[src/rtl/bus_pkg.sv]
// Shared types and constants for the 8088 bus cycle controller and its arbiter.
package bus_pkg;

    localparam int ADDR_W = 20;
    localparam int DATA_W = 16;

    typedef enum logic {
        leer     = 1'b0,
        escribir = 1'b1
    } op_t;

    typedef enum logic [2:0] {
        IDLE,
        T1,
        T2,
        T3,
        TW,
        T4
    } state_t;

    typedef enum logic {
        REQ_EU = 1'b0,
        REQ_PF = 1'b1
    } req_id_t;

endpackage

[src/rtl/bus_arbiter.sv]
// EU-over-PF fixed-priority arbiter with a 2-bit starve counter that lets
// the prefetch queue win once after STARVE_MAX consecutive losses.
module bus_arbiter
    import bus_pkg::*;
#(
    parameter int STARVE_MAX = 3
) (
    input  logic    clk,
    input  logic    reset,
    input  logic    arb_en,
    input  logic    eu_req,
    input  logic    pf_req,
    output logic    grant,
    output req_id_t grant_id
);

    logic [1:0] starve_reg;
    logic       pf_wins;

    always_comb begin
        pf_wins  = pf_req && (!eu_req || (starve_reg == 2'(STARVE_MAX)));
        grant    = arb_en && (eu_req || pf_req);
        grant_id = pf_wins ? REQ_PF : REQ_EU;
    end

    // Only an actual arbitration moves the counter; a PF loss is counted
    // solely when PF was asking at that moment.
    always_ff @(posedge clk) begin
        if (reset) begin
            starve_reg <= 2'd0;
        end else if (grant) begin
            if (pf_wins) begin
                starve_reg <= 2'd0;
            end else if (pf_req) begin
                starve_reg <= starve_reg + 2'd1;
            end
        end
    end

endmodule

[src/rtl/bus_cycle_ctrl.sv]
// T1-T4 bus cycle sequencer with EU/PF arbitration and latched cycle registers.
// Wait-state support (TW, mem_ready) is enabled by defining BUS_WAIT_STATE_EN.
module bus_cycle_ctrl #(
    parameter int STARVE_MAX = 3,
    parameter int ADDR_W     = bus_pkg::ADDR_W,
    parameter int DATA_W     = bus_pkg::DATA_W
) (
    input  logic              clk,
    input  logic              reset,
    input  logic              eu_req,
    input  logic              eu_wr,
    input  logic [ADDR_W-1:0] eu_addr,
    input  logic [DATA_W-1:0] eu_wdata,
    input  logic              pf_req,
    input  logic [ADDR_W-1:0] pf_addr,
    output logic              eu_done,
    output logic              pf_done,
    output logic [DATA_W-1:0] rdata,
    output logic [ADDR_W-1:0] Direction,
    output logic              RD_WR,
    output logic [DATA_W-1:0] Data_drive,
    output logic              data_oe,
    input  logic [DATA_W-1:0] Data_in,
    input  logic              mem_ready,
    output logic              bus_busy
);
    import bus_pkg::*;

    state_t            state_reg, state_next;
    req_id_t           owner_reg;
    op_t               op_reg;
    logic [ADDR_W-1:0] addr_reg;
    logic [DATA_W-1:0] wdata_reg;
    logic [DATA_W-1:0] rdata_reg;
    logic              arb_en;
    logic              grant;
    req_id_t           grant_id;
    logic              capture;

    assign arb_en = (state_reg == IDLE) || (state_reg == T4);

    bus_arbiter #(.STARVE_MAX(STARVE_MAX)) u_arbiter (
        .clk      (clk),
        .reset    (reset),
        .arb_en   (arb_en),
        .eu_req   (eu_req),
        .pf_req   (pf_req),
        .grant    (grant),
        .grant_id (grant_id)
    );

`ifndef BUS_WAIT_STATE_EN
    logic unused_mem_ready;
    assign unused_mem_ready = mem_ready;
`endif

    always_comb begin
        state_next = state_reg;
        case (state_reg)
            IDLE: state_next = grant ? T1 : IDLE;
            T1:   state_next = T2;
            T2:   state_next = T3;
`ifdef BUS_WAIT_STATE_EN
            T3:   state_next = mem_ready ? T4 : TW;
            TW:   state_next = mem_ready ? T4 : TW;
`else
            T3:   state_next = T4;
            TW:   state_next = IDLE;
`endif
            T4:   state_next = grant ? T1 : IDLE;
            default: state_next = IDLE;
        endcase
        capture = (state_next == T4) && ((state_reg == T3) || (state_reg == TW));
    end

    always_ff @(posedge clk) begin
        if (reset) begin
            state_reg <= IDLE;
            owner_reg <= REQ_EU;
            op_reg    <= leer;
            addr_reg  <= '0;
            wdata_reg <= '0;
            rdata_reg <= '0;
        end else begin
            state_reg <= state_next;
            if (grant) begin
                owner_reg <= grant_id;
                if (grant_id == REQ_PF) begin
                    op_reg    <= leer;
                    addr_reg  <= pf_addr;
                    wdata_reg <= '0;
                end else begin
                    op_reg    <= op_t'(eu_wr);
                    addr_reg  <= eu_addr;
                    wdata_reg <= eu_wdata;
                end
            end
            if (capture) begin
                rdata_reg <= Data_in;
            end
        end
    end

    // Bus-side outputs are forced low outside T1-T4 so an aborted cycle
    // leaves nothing on the bus.
    always_comb begin
        bus_busy   = (state_reg != IDLE);
        Direction  = bus_busy ? addr_reg : '0;
        RD_WR      = bus_busy && (op_reg == escribir);
        Data_drive = bus_busy ? wdata_reg : '0;
        data_oe    = (op_reg == escribir) &&
                     ((state_reg == T2) || (state_reg == T3) ||
                      (state_reg == TW) || (state_reg == T4));
        eu_done    = (state_reg == T4) && (owner_reg == REQ_EU);
        pf_done    = (state_reg == T4) && (owner_reg == REQ_PF);
        rdata      = rdata_reg;
    end

endmodule

[config.mk]
export PLATFORM = sky130hd
export DESIGN_NAME = bus_cycle_ctrl
export DESIGN_NICKNAME = d
export VERILOG_FILES = /design/src/rtl/bus_pkg.sv /design/src/rtl/bus_arbiter.sv /design/src/rtl/bus_cycle_ctrl.sv
export SDC_FILE = /design/constraint.sdc
export NUM_CORES = 1
export LEC_CHECK = 0
export BUFFER_PORTS_ARGS = -buffer_cell sky130_fd_sc_hd__buf_2
export CAP_MARGIN = 5
export CORE_ASPECT_RATIO = 1.5
export CORE_MARGIN = 5
export CORE_UTILIZATION = 45
export CTS_CLUSTER_SIZE = 16
export DETAILED_ROUTE_END_ITERATION = 10
export PLACE_DENSITY = 0.77
export SETUP_SLACK_MARGIN = 0.05
export SYNTH_ARGS = -nofsm -noshare
export SYNTH_HDL_FRONTEND = slang
export SYNTH_SLANG_ARGS = --single-unit
[constraint.sdc]
create_clock -name clk -period 1.8 [get_ports clk]
set_input_delay 0.36 -clock clk [delete_from_list [all_inputs] [get_ports clk]]
set_output_delay 0.36 -clock clk [all_outputs]
set_load 0.005 [all_outputs]
Word-level counts from Yosys, hierarchy flattened. Cells that the tools add are included.

Flip-flop bits (word level): 59. Latch bits: 0. Memory bits (writable): 0. ROM bits: 0. Logic and storage cells: 46. Memories: 0.

Add/subtract/negate cells: 1. Multipliers: 0. Divide/modulo/power cells: 0. $lt $le $gt $ge: 0. Equal/unequal tests: 7. Shift operators: 0. Muxes and demuxes: 10. Bitwise operators: 1. Reductions and logical operators: 20.

Operators by type and width (count): 20-bit two-way mux (2); 16-bit two-way mux (2); 3-bit one-hot mux with 4 select lines (1); 3-bit == test (second input constant) (3); 1-bit logical AND (7); 1-bit logical OR (7); 3-bit by 2-bit == test with 1-bit output (second input constant) (2); 2-bit two-way mux (2); 3-bit by 1-bit == test with 1-bit output (second input constant) (1); 3-bit zero test (1); 1-bit two-way mux (3); 3-bit nonzero test (1); 2-bit by 1-bit adder with 2-bit output (second input constant) (1); 2-bit == test (second input constant) (1); 2-bit AND reduction (1); 2-bit nonzero test (1); 2-bit OR reduction (1); 1-bit zero test (1); 1-bit inverter (1).

Depth between registers and ports, before layout. Gate-level depths: netlist of the first run.

Word-level depth: 7. Mapped depth: 6. Depth with buffers taken out: 4.

By module. Synthesis of the first run repeated with hierarchy kept, for this count alone.

Cells, all modules: 313. Area total of the unflattened synthesis: 2909.0 µm².

By module, submodules not included: bus_cycle_ctrl (times used 1, cells an instance 300, area each 2775.2 µm²); bus_arbiter (times used 1, cells an instance 13, area each 133.9 µm²).

Worst setup path after synthesis of the first run. OpenSTA, ideal clock, no wires.

Path kind: register -> output. Start point: register state_reg[0]. End point: output Data_drive[0]. Data arrival time: 1.074 ns. Required time: 1.440 ns. Slack: 0.366 ns. Cell stages (with the launch flop): 6. Cell sequence: dfxtp_1 > buf_4 > nor3_1 > buf_2 > buf_4 > nor2b_1.

Cells in the longest elaborated chain, start to end: 2.

RTL lines: start, declared (line bus_cycle_ctrl.sv:29) `state_t state_reg, state_next;`; start signal, assigned (line bus_cycle_ctrl.sv:85) `state_reg <= state_next;`; 3-bit nonzero test (line bus_cycle_ctrl.sv:107) `bus_busy = (state_reg != IDLE);`; 16-bit two-way mux (line bus_cycle_ctrl.sv:110) `Data_drive = bus_busy ? wdata_reg : '0;`; end, declared (line bus_cycle_ctrl.sv:21) `output logic [DATA_W-1:0] Data_drive,`.

No other way between the ends.

Final worst setup path of the first run.
Start point: register state_reg[0]. End point: output Direction[2].

Cells in the longest elaborated chain, start to end: 2.

RTL lines: 3-bit nonzero test (line bus_cycle_ctrl.sv:107); 20-bit two-way mux (line bus_cycle_ctrl.sv:108) `Direction = bus_busy ? addr_reg : '0;`; end, declared (line bus_cycle_ctrl.sv:19) `output logic [ADDR_W-1:0] Direction,`.

No other way between the ends.

==> flow_summary.yaml, run 1 <==
grt:
  met1_usage_pct: 22.4
  top_usage_layer: "met2"
  globalRouteMet2Util_pct: 35.1
  antenna_found_initial: 0
  grt_use_total_pct: 20.0
  grt_max_degree: 43
  global_route.usage.met3_pct: 7.08
  grt_pass1_wl_mm: 14.4
  grt_overflow: 0
  grt_pass1_vias: 2963
timing:
  max-slew-margin-rel_pct: 27.7
  hold_viol: 0
  worst_slack_ns: 0.00425
  setup_viol: 0
  fin_crit_ns: 1.80
  fin_crit_sh_pct: 99.8
  fin_hold_ws_ns: 0.263
  rsz0062_at_grt: "true"
  finalMaxSlewViolations: 0
  max_freq_mhz: 557
  worstMarginPinSlew_ns: 1.08
  finClkSkew_ns: 0.0136
synth:
  synth-seq-area-share_pct: 38.9
  netlist_area_sq_um: 3030
  synth-edff-count: 0
  yosysWarnings: 0
  synthArstFlopShare_pct: 0
  synthCells: 331
  synth_nets: 410
  ys_seq_elements: 59
  avgSynthCellArea_sq_um: 9.16
  ys_dominant_reg_cell: "dfxtp_1"
  synth_cell_types: 43
clocking:
  insertion_delay_ns: 0.34
  root_buffer: "clkbuf_8"
  cts_made_buffers: 9
  cts_hold_buf: 0
  clock_path_buffers: 2
  cts.sinks: 59
  cts_max_level: 3
  cts_tree: "yes"
  path_clk_slew_ns: 0.07
routing:
  ant_nets: 0
  route.detailed.drc: 0
  vias_per_cell: 5.57
  dr.first_iter.drc_count: 164
  drt-wirelength-per-cell_um: 16.8
  vias: 3012
  routed_wl_mm: 9.10
  drt_pre_antenna_iters: 4
worst_setup_path:
  critical_path.top_delay_family: "buffers and inverters"
  max_stage_delay_ns: 0.38
  cp_slowest_cell: "dfxtp_4"
  crit_buf_inv: 3
  crit_chain: "nor3_4, buf_6, clkbuf_16, nor2b_1, buf_2"
  worstPathArrival_ns: 1.44
  cp.required_ns: 1.44
  critical_path_class: "flip-flop to output pin"
  worstPathMaxFanout: 8
  setup.worst_path.end_class: "output pin"
  startpoint_type: "flip-flop"
die:
  die_width_um: 77.0
  rows: 36
  die_area_sq_um: 8520
  io_pins: 135
  fp.dieH_um: 111
  core_sq_um: 6530
  start_util_pct: 46.4
run:
  max-cap-violations: 0
placed_design:
  dpl_worst_slack_ns: -0.0603
  dpl_cell_area_sq_um: 3680
  finalWeightedCongestion: 0.736
  place_hpwl_mm: 5.85
  dpl.cell_count: 515
  numPortBuffers: 133
pwr:
  powerDensity_nw_per_um2: 1460
  peakVddDrop_mv: 0.839
  p_leak_nw: 1.75
final_layout:
  nNetsFinal: 539
  antenna_cells: 0
  largest_reg_flops: 20
  syn_to_final_growth_pct: 35.8
  final_cells: 541
  drive_above_1_share_pct: 46.0
  final_area_sq_um: 4120
run_status:
  status: "finished, final reports clean"
min_path:
  hold_class: "input pin to flip-flop"
[tightest hold or removal path, cell delays in order]
cell and delay (ns):
buf_2 0.09, nand2_1 0.04, a21oi_1 0.05
[synth_stat cells, types with 2 or more instances]
master / n / area (sq um)
buf_4: 4 / 30.0
buf_1: 2 / 7.51
nor3_1: 2 / 10.0
nand2_1: 34 / 128
inv_1: 3 / 11.3
o21ai_0: 9 / 45.0
o21ai_1: 9 / 45.0
o32ai_1: 20 / 175
a211oi_2: 20 / 250
nor2b_1: 38 / 238
buf_6: 8 / 90.1
clkbuf_1: 5 / 18.8
nor2_1: 4 / 15.0
o2111ai_1: 16 / 140
buf_2: 19 / 95.1
dfxtp_1: 59 / 1180
a21oi_1: 53 / 265
[cell type report]
| cell class | count | area [sq um] |
|---|---|---|
| multi-input cells | 230 | 1660 |
| well taps | 76 | 95.1 |
| fillers | 572 | 2410 |
| clock inverters | 5 | 77.6 |
| clock buffers | 11 | 131 |
| repair buffers | 156 | 948 |
| flip-flops and latches | 59 | 1190 |
| inverters | 4 | 15.0 |
[kinds of logic after synthesis]
kind of cell | after synthesis | share of synthesized area, %
adder cells (fa/ha/maj) | 1 | 0.412
AND/OR/NAND/NOR | 86 | 14.8
buffers and inverters | 43 | 8.95
flip-flops | 59 | 38.9
XOR/XNOR | 4 | 2.39
AO/OA/AOI/OAI | 138 | 34.5
[metrics by stage]
stage,power (W),setup TNS [ns],utilization (%)
after floorplan,0.00353,0,-
after global placement,0.00406,-0.00559,56.4
after detailed placement,0.00414,-0.610,56.4
after CTS,0.00575,-0.00845,61.4
after global routing,0.00638,-1.17,63.1
final,0.00602,0,63.1
[metal layers]
layer,wire length (um),vias up
li1,-,1470
met1,3510,1393
met2,4690,139
met3,802,10
met4,95,0
met5,0,-
[report_power, final]
part	internal (W)	switching, W	leakage (nW)
Sequential	0.00162	0.000180	0.486
Clock	0.000776	0.000518	0.103
Combinational	0.00137	0.00156	1.16
Total	0.00377	0.00225	1.75
[cell usage in the layout, fill, tap and decap left out, types with 14 or more instances in the layout]
cell type	count
a211oi_2	20
nand2_1	34
dfxtp_1	56
buf_4	14
buf_2	132
nor2b_1	32
o32ai_1	20
o2111ai_1	16
a21oi_1	53
[path summary, 6_finish.rpt]
path | from | depth (start not counted) | slack, ns | to
worst max-delay path | state_reg[0] | 5 | 0.004 | Direction[2]
worst min-delay path | Data_in[3] | 3 | 0.26 | rdata[3]
worst max register to register | state_reg[0] | 3 | 0.06 | addr_reg[11]
worst min register to register | rdata[11] | 2 | 0.45 | rdata[11]
[repair_timing]
action / in CTS / in global routing
buffers inserted: 4 / 2
pin swaps: 7 / 2
gates cloned: 1 / 3
gates resized for setup: 15 / 7
setup endpoints to repair: 79 / 79
(Power assumes the default switching activity.)
==> run 2: changes to the inputs <==
CTS_CLUSTER_SIZE = unset   (was 16)
MAX_ROUTING_LAYER = met4   (was unset)
==> run 2 against run 1 <==
- flip-flop and latch count did not move
- cell count did not move
- core utilization did not move
- critical endpoint unchanged
- maximum frequency rose by 0.11%
- total power barely moved
- worst hold slack improved by 0.0014 ns
- clock power barely moved
- largest cell class unchanged
==> flow_summary.yaml, run 2 (synthesized netlist as in run 1, its figures left out) <==
run:
  max-cap-violations: 0
routing:
  route.detailed.drc: 0
  vias: 3027
  ant_nets: 0
  drt-wirelength-per-cell_um: 16.7
  routed_wl_mm: 9.03
  vias_per_cell: 5.60
  drt_pre_antenna_iters: 4
  dr.first_iter.drc_count: 154
worst_setup_path:
  reg2reg_slack_ns: 0.006
  worstPathMaxFanout: 8
  startpoint_type: "flip-flop"
  worstPathArrival_ns: 1.43
  cp.required_ns: 1.44
  critical_path_class: "flip-flop to output pin"
  setup.worst_path.end_class: "output pin"
pwr:
  peakVddDrop_mv: 0.836
  p_leak_nw: 1.75
  power_w: 0.00602
  powerDensity_nw_per_um2: 1460
placed_design:
  numPortBuffers: 133
  finalWeightedCongestion: 0.745
  place_hpwl_mm: 5.85
grt:
  grt_use_total_pct: 20.6
  grt_overflow: 0
  grt_pass1_vias: 2961
  grt_max_degree: 43
  grt_pass1_wl_mm: 14.4
  antenna_found_initial: 0
final_layout:
  antenna_cells: 0
  syn_to_final_growth_pct: 35.8
  largest_reg_flops: 20
  utilization_pct: 63.1
  final_cell_mix: "buf_2, dfxtp_1, a21oi_1, nand2_1, nor2b_1"
  drive_above_1_share_pct: 46.0
  final_common_cell: "buf_2"
  nNetsFinal: 539
clocking:
  insertion_delay_ns: 0.34
  cts_made_buffers: 9
  path_clk_slew_ns: 0.07
  root_buffer: "clkbuf_8"
  cts_tree: "yes"
  cts.sinks: 59
  clock_path_buffers: 2
  cts_max_level: 3
die:
  start_util_pct: 46.4
  io_pins: 135
  core_sq_um: 6530
  rows: 36
  die_area_sq_um: 8520
  fp.dieH_um: 111
  die_width_um: 77.0
timing:
  fin_crit_ns: 1.79
  rsz0062_at_grt: "true"
  tns_ns: 0
  setup_viol: 0
  finalMaxSlewViolations: 0
  fin_crit_sh_pct: 99.7
  max-slew-margin-rel_pct: 24.1
  hold_viol: 0
  worstMarginPinSlew_ns: 1.13
  finClkSkew_ns: 0.0108
  max_freq_mhz: 557
min_path:
  hold_class: "input pin to flip-flop"
run_status:
  status: "finished, final reports clean"
run 2: worst max-delay path, cell delays in order (launching register included):
cell and delay (ns):
dfxtp_4 0.38, nor3_4 0.23, buf_6 0.15, clkbuf_16 0.17
nor2b_1 0.05, buf_2 0.12
run 2: layout make-up:
type | instances | area, sq um
fill | 572 | 2410
multi-input combinational | 230 | 1660
sequential | 59 | 1190
timing repair buffer | 156 | 948
clock buffer | 11 | 131
tap | 76 | 95.1
clock inverter | 5 | 77.6
inverter | 4 | 15.0
run 2: power by group:
part / total [W] / internal (W) / switching (W)
clock network: 0.00129 / 0.000776 / 0.000513
registers: 0.00180 / 0.00162 / 0.000180
logic: 0.00292 / 0.00137 / 0.00156
total: 0.00602 / 0.00377 / 0.00225
run 2: final timing paths:
check	start	to	depth (start not counted)
worst min register to register	rdata[11]	rdata[11]	2
worst max-delay path	state_reg[0]	Direction[2]	5
worst min-delay path	Data_in[7]	rdata[7]	3
worst max register to register	state_reg[0]	addr_reg[11]	3
run 2: timing repair:
action / CTS / global route
pin swaps: 7 / 2
hold buffers: 0 / 0
gates cloned: 1 / 3
setup buffers: 4 / 2
gates resized for setup: 15 / 7
setup endpoints to repair: 79 / 79
endpoints found under the hold margin: 0 / 0
run 2: metrics by stage:
stage / instances / worst slack, ns / instance area [sq um] / hold WS [ns]
detailed placement: 515 / -0.0603 / 3680 / 0.443
global placement: 515 / -0.00559 / 3680 / 0.440
CTS: 536 / -0.00661 / 4010 / 0.240
finish: 541 / 0.00620 / 4120 / 0.264
floorplan: 331 / 0.366 / 3030 / 0.445
global route: 541 / -0.0690 / 4120 / 0.258
run 2: metal layers:
layer	vias to the layer above	track usage, %	part of all wire, %
met1	1408	23.0	39
met3	12	5.94	7.7
li1	1472	-	-
met4	0	6.31	1.2
met5	-	-	0
met2	135	35.2	52
